==> src/rtl/ir_pkg.sv <==
// Shared IR display helpers: hex-to-segment encoding, digit enables and 50 MHz timing defaults.
package ir_pkg;

  localparam int FIFO_DEPTH_DEF  = 4;
  localparam int HOLDOFF_CYC_DEF = 5_000_000;
  localparam int SCAN_DIV_DEF    = 50_000;

  localparam logic [3:0] DIGIT_EN0 = 4'he;
  localparam logic [3:0] DIGIT_EN1 = 4'hd;
  localparam logic [3:0] DIGIT_EN2 = 4'hb;
  localparam logic [3:0] DIGIT_EN3 = 4'h7;

  localparam logic [7:0] SEG_F     = 8'h8e;
  localparam logic [7:0] SEG_BLANK = 8'h00;

  typedef enum logic [1:0] {DIG_LO, DIG_HI, DIG_CNT, DIG_FLAG} digit_e;

  // Segment order is a..g in bits 7..1, dp in bit 0, active-high.
  function automatic logic [7:0] hex7seg(input logic [3:0] v);
    logic [7:0] s;
    case (v)
      4'h0: s = 8'hfc;
      4'h1: s = 8'h60;
      4'h2: s = 8'hda;
      4'h3: s = 8'hf2;
      4'h4: s = 8'h66;
      4'h5: s = 8'hb6;
      4'h6: s = 8'hbe;
      4'h7: s = 8'he0;
      4'h8: s = 8'hfe;
      4'h9: s = 8'he6;
      4'ha: s = 8'hee;
      4'hb: s = 8'h3e;
      4'hc: s = 8'h9c;
      4'hd: s = 8'h7a;
      4'he: s = 8'h9e;
      default: s = 8'h8e;
    endcase
    return s;
  endfunction

endpackage

==> src/rtl/cmd_fifo.sv <==
// Synchronous command FIFO; the head entry is presented combinationally and reads as zero when empty.
module cmd_fifo #(
  parameter int DEPTH = 4,
  parameter int WIDTH = 8
) (
  input  logic                   clk,
  input  logic                   rstb,
  input  logic                   push_i,
  input  logic [WIDTH-1:0]       data_i,
  input  logic                   pop_i,
  output logic [WIDTH-1:0]       data_o,
  output logic [$clog2(DEPTH):0] count_o,
  output logic                   full_o,
  output logic                   empty_o
);

  localparam int AW = $clog2(DEPTH);
  localparam int CW = AW + 1;

  logic [WIDTH-1:0] mem_q [DEPTH];
  logic [AW-1:0]    wr_ptr_q, wr_ptr_d;
  logic [AW-1:0]    rd_ptr_q, rd_ptr_d;
  logic [CW-1:0]    count_q, count_d;

  always_comb begin
    wr_ptr_d = wr_ptr_q + AW'(push_i);
    rd_ptr_d = rd_ptr_q + AW'(pop_i);
    count_d  = count_q;
    case ({push_i, pop_i})
      2'b10:   count_d = count_q + CW'(1);
      2'b01:   count_d = count_q - CW'(1);
      default: count_d = count_q;
    endcase
  end

  always_ff @(posedge clk) begin
    if (rstb) begin
      wr_ptr_q <= '0;
      rd_ptr_q <= '0;
      count_q  <= '0;
    end else begin
      wr_ptr_q <= wr_ptr_d;
      rd_ptr_q <= rd_ptr_d;
      count_q  <= count_d;
    end
  end

  // Storage needs no reset: empty gating hides stale entries.
  always_ff @(posedge clk) begin
    if (!rstb && push_i) begin
      mem_q[wr_ptr_q] <= data_i;
    end
  end

  assign empty_o = (count_q == '0);
  assign full_o  = (count_q == CW'(DEPTH));
  assign count_o = count_q;
  assign data_o  = empty_o ? '0 : mem_q[rd_ptr_q];

endmodule

==> src/rtl/ir_cmd_scheduler.sv <==
// IR command scheduler: drops auto-repeats of a held key, queues accepted codes for a
// valid/ready consumer and scans the last dispatched code and queue state onto 4 digits.
module ir_cmd_scheduler import ir_pkg::*; #(
  parameter int FIFO_DEPTH  = FIFO_DEPTH_DEF,
  parameter int HOLDOFF_CYC = HOLDOFF_CYC_DEF,
  parameter int SCAN_DIV    = SCAN_DIV_DEF
) (
  input  logic       clk,
  input  logic       rstb,
  input  logic       cmd_valid,
  input  logic [7:0] cmd_data,
  output logic       out_valid,
  output logic [7:0] out_data,
  input  logic       out_ready,
  output logic       overflow,
  output logic [7:0] SEG,
  output logic [3:0] DIGIT
);

  localparam int CW = $clog2(FIFO_DEPTH) + 1;
  localparam int HW = (HOLDOFF_CYC > 1) ? $clog2(HOLDOFF_CYC) : 1;
  localparam int SW = (SCAN_DIV > 1) ? $clog2(SCAN_DIV) : 1;
  localparam logic [HW-1:0] HOLD_LOAD = HW'(HOLDOFF_CYC - 1);
  localparam logic [SW-1:0] SCAN_LAST = SW'(SCAN_DIV - 1);

  logic [7:0]    last_code_q, last_code_d;
  logic [HW-1:0] hold_cnt_q, hold_cnt_d;
  logic          overflow_q, overflow_d;
  logic [7:0]    shown_q, shown_d;
  logic [SW-1:0] scan_cnt_q, scan_cnt_d;
  digit_e        digit_idx_q, digit_idx_d;
  logic [7:0]    seg_q, seg_d;
  logic [3:0]    digit_q, digit_d;

  logic          suppress, push_req, push, pop;
  logic [7:0]    fifo_data;
  logic [CW-1:0] fifo_count;
  logic          fifo_full, fifo_empty;

  // A full queue still takes a new code when the head leaves in the same cycle.
  assign suppress = cmd_valid && (cmd_data == last_code_q) && (hold_cnt_q != '0);
  assign push_req = cmd_valid && !suppress;
  assign pop      = !fifo_empty && out_ready;
  assign push     = push_req && (!fifo_full || pop);

  cmd_fifo #(
    .DEPTH (FIFO_DEPTH),
    .WIDTH (8)
  ) u_fifo (
    .clk     (clk),
    .rstb    (rstb),
    .push_i  (push),
    .data_i  (cmd_data),
    .pop_i   (pop),
    .data_o  (fifo_data),
    .count_o (fifo_count),
    .full_o  (fifo_full),
    .empty_o (fifo_empty)
  );

  always_comb begin
    last_code_d = last_code_q;
    hold_cnt_d  = hold_cnt_q;
    if (cmd_valid) begin
      last_code_d = cmd_data;
      hold_cnt_d  = HOLD_LOAD;
    end else if (hold_cnt_q != '0) begin
      hold_cnt_d = hold_cnt_q - HW'(1);
    end
    overflow_d = overflow_q | (push_req && !push);
    shown_d    = pop ? fifo_data : shown_q;
  end

  // SEG/DIGIT are recomputed only on a scan tick, for the digit being advanced to.
  always_comb begin
    scan_cnt_d  = scan_cnt_q + SW'(1);
    digit_idx_d = digit_idx_q;
    seg_d       = seg_q;
    digit_d     = digit_q;
    if (scan_cnt_q == SCAN_LAST) begin
      scan_cnt_d  = '0;
      digit_idx_d = digit_e'(digit_idx_q + 2'd1);
      case (digit_idx_d)
        DIG_LO: begin
          digit_d = DIGIT_EN0;
          seg_d   = hex7seg(shown_q[3:0]);
        end
        DIG_HI: begin
          digit_d = DIGIT_EN1;
          seg_d   = hex7seg(shown_q[7:4]);
        end
        DIG_CNT: begin
          digit_d = DIGIT_EN2;
          seg_d   = hex7seg(4'(fifo_count));
        end
        DIG_FLAG: begin
          digit_d = DIGIT_EN3;
          seg_d   = overflow_q ? SEG_F : SEG_BLANK;
        end
      endcase
    end
  end

  always_ff @(posedge clk) begin
    if (rstb) begin
      last_code_q <= '0;
      hold_cnt_q  <= '0;
      overflow_q  <= 1'b0;
      shown_q     <= '0;
      scan_cnt_q  <= '0;
      digit_idx_q <= DIG_LO;
      seg_q       <= hex7seg(4'h0);
      digit_q     <= DIGIT_EN0;
    end else begin
      last_code_q <= last_code_d;
      hold_cnt_q  <= hold_cnt_d;
      overflow_q  <= overflow_d;
      shown_q     <= shown_d;
      scan_cnt_q  <= scan_cnt_d;
      digit_idx_q <= digit_idx_d;
      seg_q       <= seg_d;
      digit_q     <= digit_d;
    end
  end

  assign out_valid = !fifo_empty;
  assign out_data  = fifo_data;
  assign overflow  = overflow_q;
  assign SEG       = seg_q;
  assign DIGIT     = digit_q;

endmodule

==> config.mk <==
export PLATFORM = sky130hd
export DESIGN_NAME = ir_cmd_scheduler
export DESIGN_NICKNAME = d
export VERILOG_FILES = /design/src/rtl/ir_pkg.sv /design/src/rtl/cmd_fifo.sv /design/src/rtl/ir_cmd_scheduler.sv
export SDC_FILE = /design/constraint.sdc
export NUM_CORES = 1
export LEC_CHECK = 0
export ABC_AREA = 1
export BUFFER_PORTS_ARGS = -buffer_cell sky130_fd_sc_hd__buf_2
export CAP_MARGIN = 20
export CORE_AREA = 2 2 137 139
export CTS_CLUSTER_DIAMETER = 30
export DETAILED_ROUTE_END_ITERATION = 16
export DIE_AREA = 0 0 139 141
export HOLD_SLACK_MARGIN = 0.03
export MAX_ROUTING_LAYER = met4
export PLACE_DENSITY = 0.6
export RECOVER_POWER = 25
export SLEW_MARGIN = 20
export SYNTH_ARGS = -nofsm -noshare
export SYNTH_HDL_FRONTEND = slang
export SYNTH_HIERARCHICAL = 1
export SYNTH_SLANG_ARGS = --single-unit
==> constraint.sdc <==
create_clock -name clk -period 6.4 [get_ports clk]
set_input_delay 0.96 -clock clk [delete_from_list [all_inputs] [get_ports clk]]
set_output_delay 0.96 -clock clk [all_outputs]
set_load 0.01 [all_outputs]
==> reports/metrics.cfg <==
[run_status]
status=completed

[yosys]
synth_top_area_frac=0.2889
yosysWarnings=6
synth-edff-count=32
ys.flop_type=dfxtp_1
async_reset_ff_frac=0
ys_types=42
synth_area_mm2=0.006237
avgSynthCellArea_um2=7.915
seq_area_frac_synth=0.4429
synth_cells=788
synth_nets=832
synth_top_area_cell=dfxtp_1
synthTopCellsByArea=dfxtp_1, edfxtp_1, nand2_1
ys_ff_latch=122

[run]
maxCapViolations=0

[clock_network]
cts.sinks=122
clk_latency_ps=410
htreeDepth=4
cts_tree=done
cts_buffer_depth=2
root_buffer=clkbuf_16
post_cts_resized=0
post_cts_buffers=0
cts_hold_buffers=0
clk_pin_slew_ps=60
cts_buffers=17

[critical_path]
crit_type=register to primary output
arrival_ps=2220
cp_max_fo=18
slowest_delay_ps=890
crit_chain=nor2_1 > nor2_1 > o21ai_0 > a21oi_1 > buf_2
cpLargestDelayFamily=flip-flops
crit_buf_inv=1
start_kind=register
worst_path_max_delay_cell=dfxtp_1
cp-end-kind=primary output
required_ps=5440
cp_common_cell=nor2_1

[grt]
grt_use_total=0.1463
grt_pass1_vias=4629
grt_max_degree=32
antenna_found_initial=0
gr-total-overflow=0
grt_pass1_wl_um=22470

[layout]
synthToLayoutAreaGrowth_pct=13.80
drive_gt1_frac=0.1386
fill_cells=1901
final_util=0.3886
seqCellArea_mm2=0.002763
antenna_cells=0
multi_input_area_mm2=0.002957
nets=868

[placed_design]
dpl.hpwl_um=9551
placement.io_buffers=32
gp_congestion=0.8835

[timing]
fin_crit_sh=0.4962
relSlewSlack=0.4129
finalClockSkew_ps=6.244
min_period_ps=3176
tightestPinTransition_ps=879.4
setup_tns_ps=0
maxSlewViolCount=0
fmax_ghz=0.3149
hold_violations=0
rsz0062_at_grt=false
setup_viol=0

[detailed_routing]
firstDrtPassIters=4
drt_iter0_markers=359
num_vias=4978
routed_wl_um=13340
antenna_left=0
drc=0
via_per_inst=4.648
wire_per_inst_um=12.45

[die]
die-area_mm2=0.01960
start_util=0.3414
fp.dieW_um=139
die_h_um=141
io_pins=34
rows=50
core_mm2=0.01827

[min_path]
hp-class=register to register

[power_and_ir_drop]
ir_drop_mv=0.1762
p_per_area_mw_per_mm2=346.4
cellLeakagePower_nw=3.019

## synthesized netlist by cell type (6+ instances only)
cell	number
a21oi_1	41
buf_6	6
clkbuf_1	6
dfxtp_1	90
edfxtp_1	32
ha_1	31
inv_1	81
inv_2	8
nand2_1	179
nand2_2	12
nand3_1	35
nand4_1	8
nor2_1	108
nor2_2	10
nor3_1	16
nor3_2	6
o211ai_1	6
o21ai_0	40
o21ai_1	6
xnor2_1	13
## logic make-up after synthesis
kind of cell	count (synthesis)	share of synthesized area
buffers and inverters	112	0.08224
AND/OR/NAND/NOR	392	0.2810
flip-flops	122	0.4429
XOR/XNOR	18	0.02528
adder cells (fa/ha/maj)	32	0.06540
AO/OA/AOI/OAI	111	0.1025
other	1	0.0006012
## worst register-to-register path, stage by stage (launching register included)
cell and delay (ps):
dfxtp_1 410, nor3_2 730, inv_2 90, nand2_2 250, nor2_1 100, nor3_1 630, inv_1 230, ha_1 260
inv_1 50, nor2_1 50, o22ai_1 180
## area by class of cell
type,count,area share
clock buffers,17,0.05993
flip-flops and latches,122,0.3892
multi-input cells,554,0.4165
clock inverters,15,0.01798
well taps,234,0.04125
inverters,94,0.05147
repair buffers,35,0.02362
## layer usage
layer | track usage | share of wire
met5 | - | 0
met4 | 0.04785 | 0.0090
met3 | 0.03465 | 0.024
met2 | 0.2411 | 0.49
met1 | 0.1779 | 0.48
## final timing paths
path / startpoint / end / slack [ps] / depth (start not counted)
worst max-delay path: u_fifo/rd_ptr_q[0]$_SDFF_PP0_ / out_data[3] / 3220 / 5
worst min-delay path: scan_cnt_q[0]$_SDFF_PP0_ / scan_cnt_q[0]$_SDFF_PP0_ / 460 / 1
worst max register to register: u_fifo/count_o[2]$_SDFFE_PP0P_ / register / 3350 / 10
worst min register to register: scan_cnt_q[0]$_SDFF_PP0_ / scan_cnt_q[0]$_SDFF_PP0_ / 460 / 1
## cell usage in the layout (no fill, tap or decap), types with 17 or more instances in the layout
master / n
nand2_1: 179
nor2_1: 108
dfxtp_1: 90
inv_1: 81
a21oi_1: 41
o21ai_0: 40
nand3_1: 36
edfxtp_1: 32
ha_1: 31
buf_2: 20
clkbuf_16: 17
## report_power, final
| part | switching [mW] | internal [mW] |
|---|---|---|
| Sequential | 0.0715 | 0.883 |
| Combinational | 0.410 | 0.209 |
| Clock | 0.353 | 0.532 |
## through the flow
stage	worst slack (ps)	std cells	hold slack, ps	cell area, um^2	total power, mW
CTS	3192	1071	461.7	7123	2.488
detailed placement	2863	1039	448.0	6570	1.590
global route	2920	1071	486.0	7098	2.623
floorplan	3843	788	428.7	6237	1.437
global placement	2926	1039	438.2	6565	1.587
finish	3224	1071	457.6	7098	2.459
(Power assumes the default switching activity.)
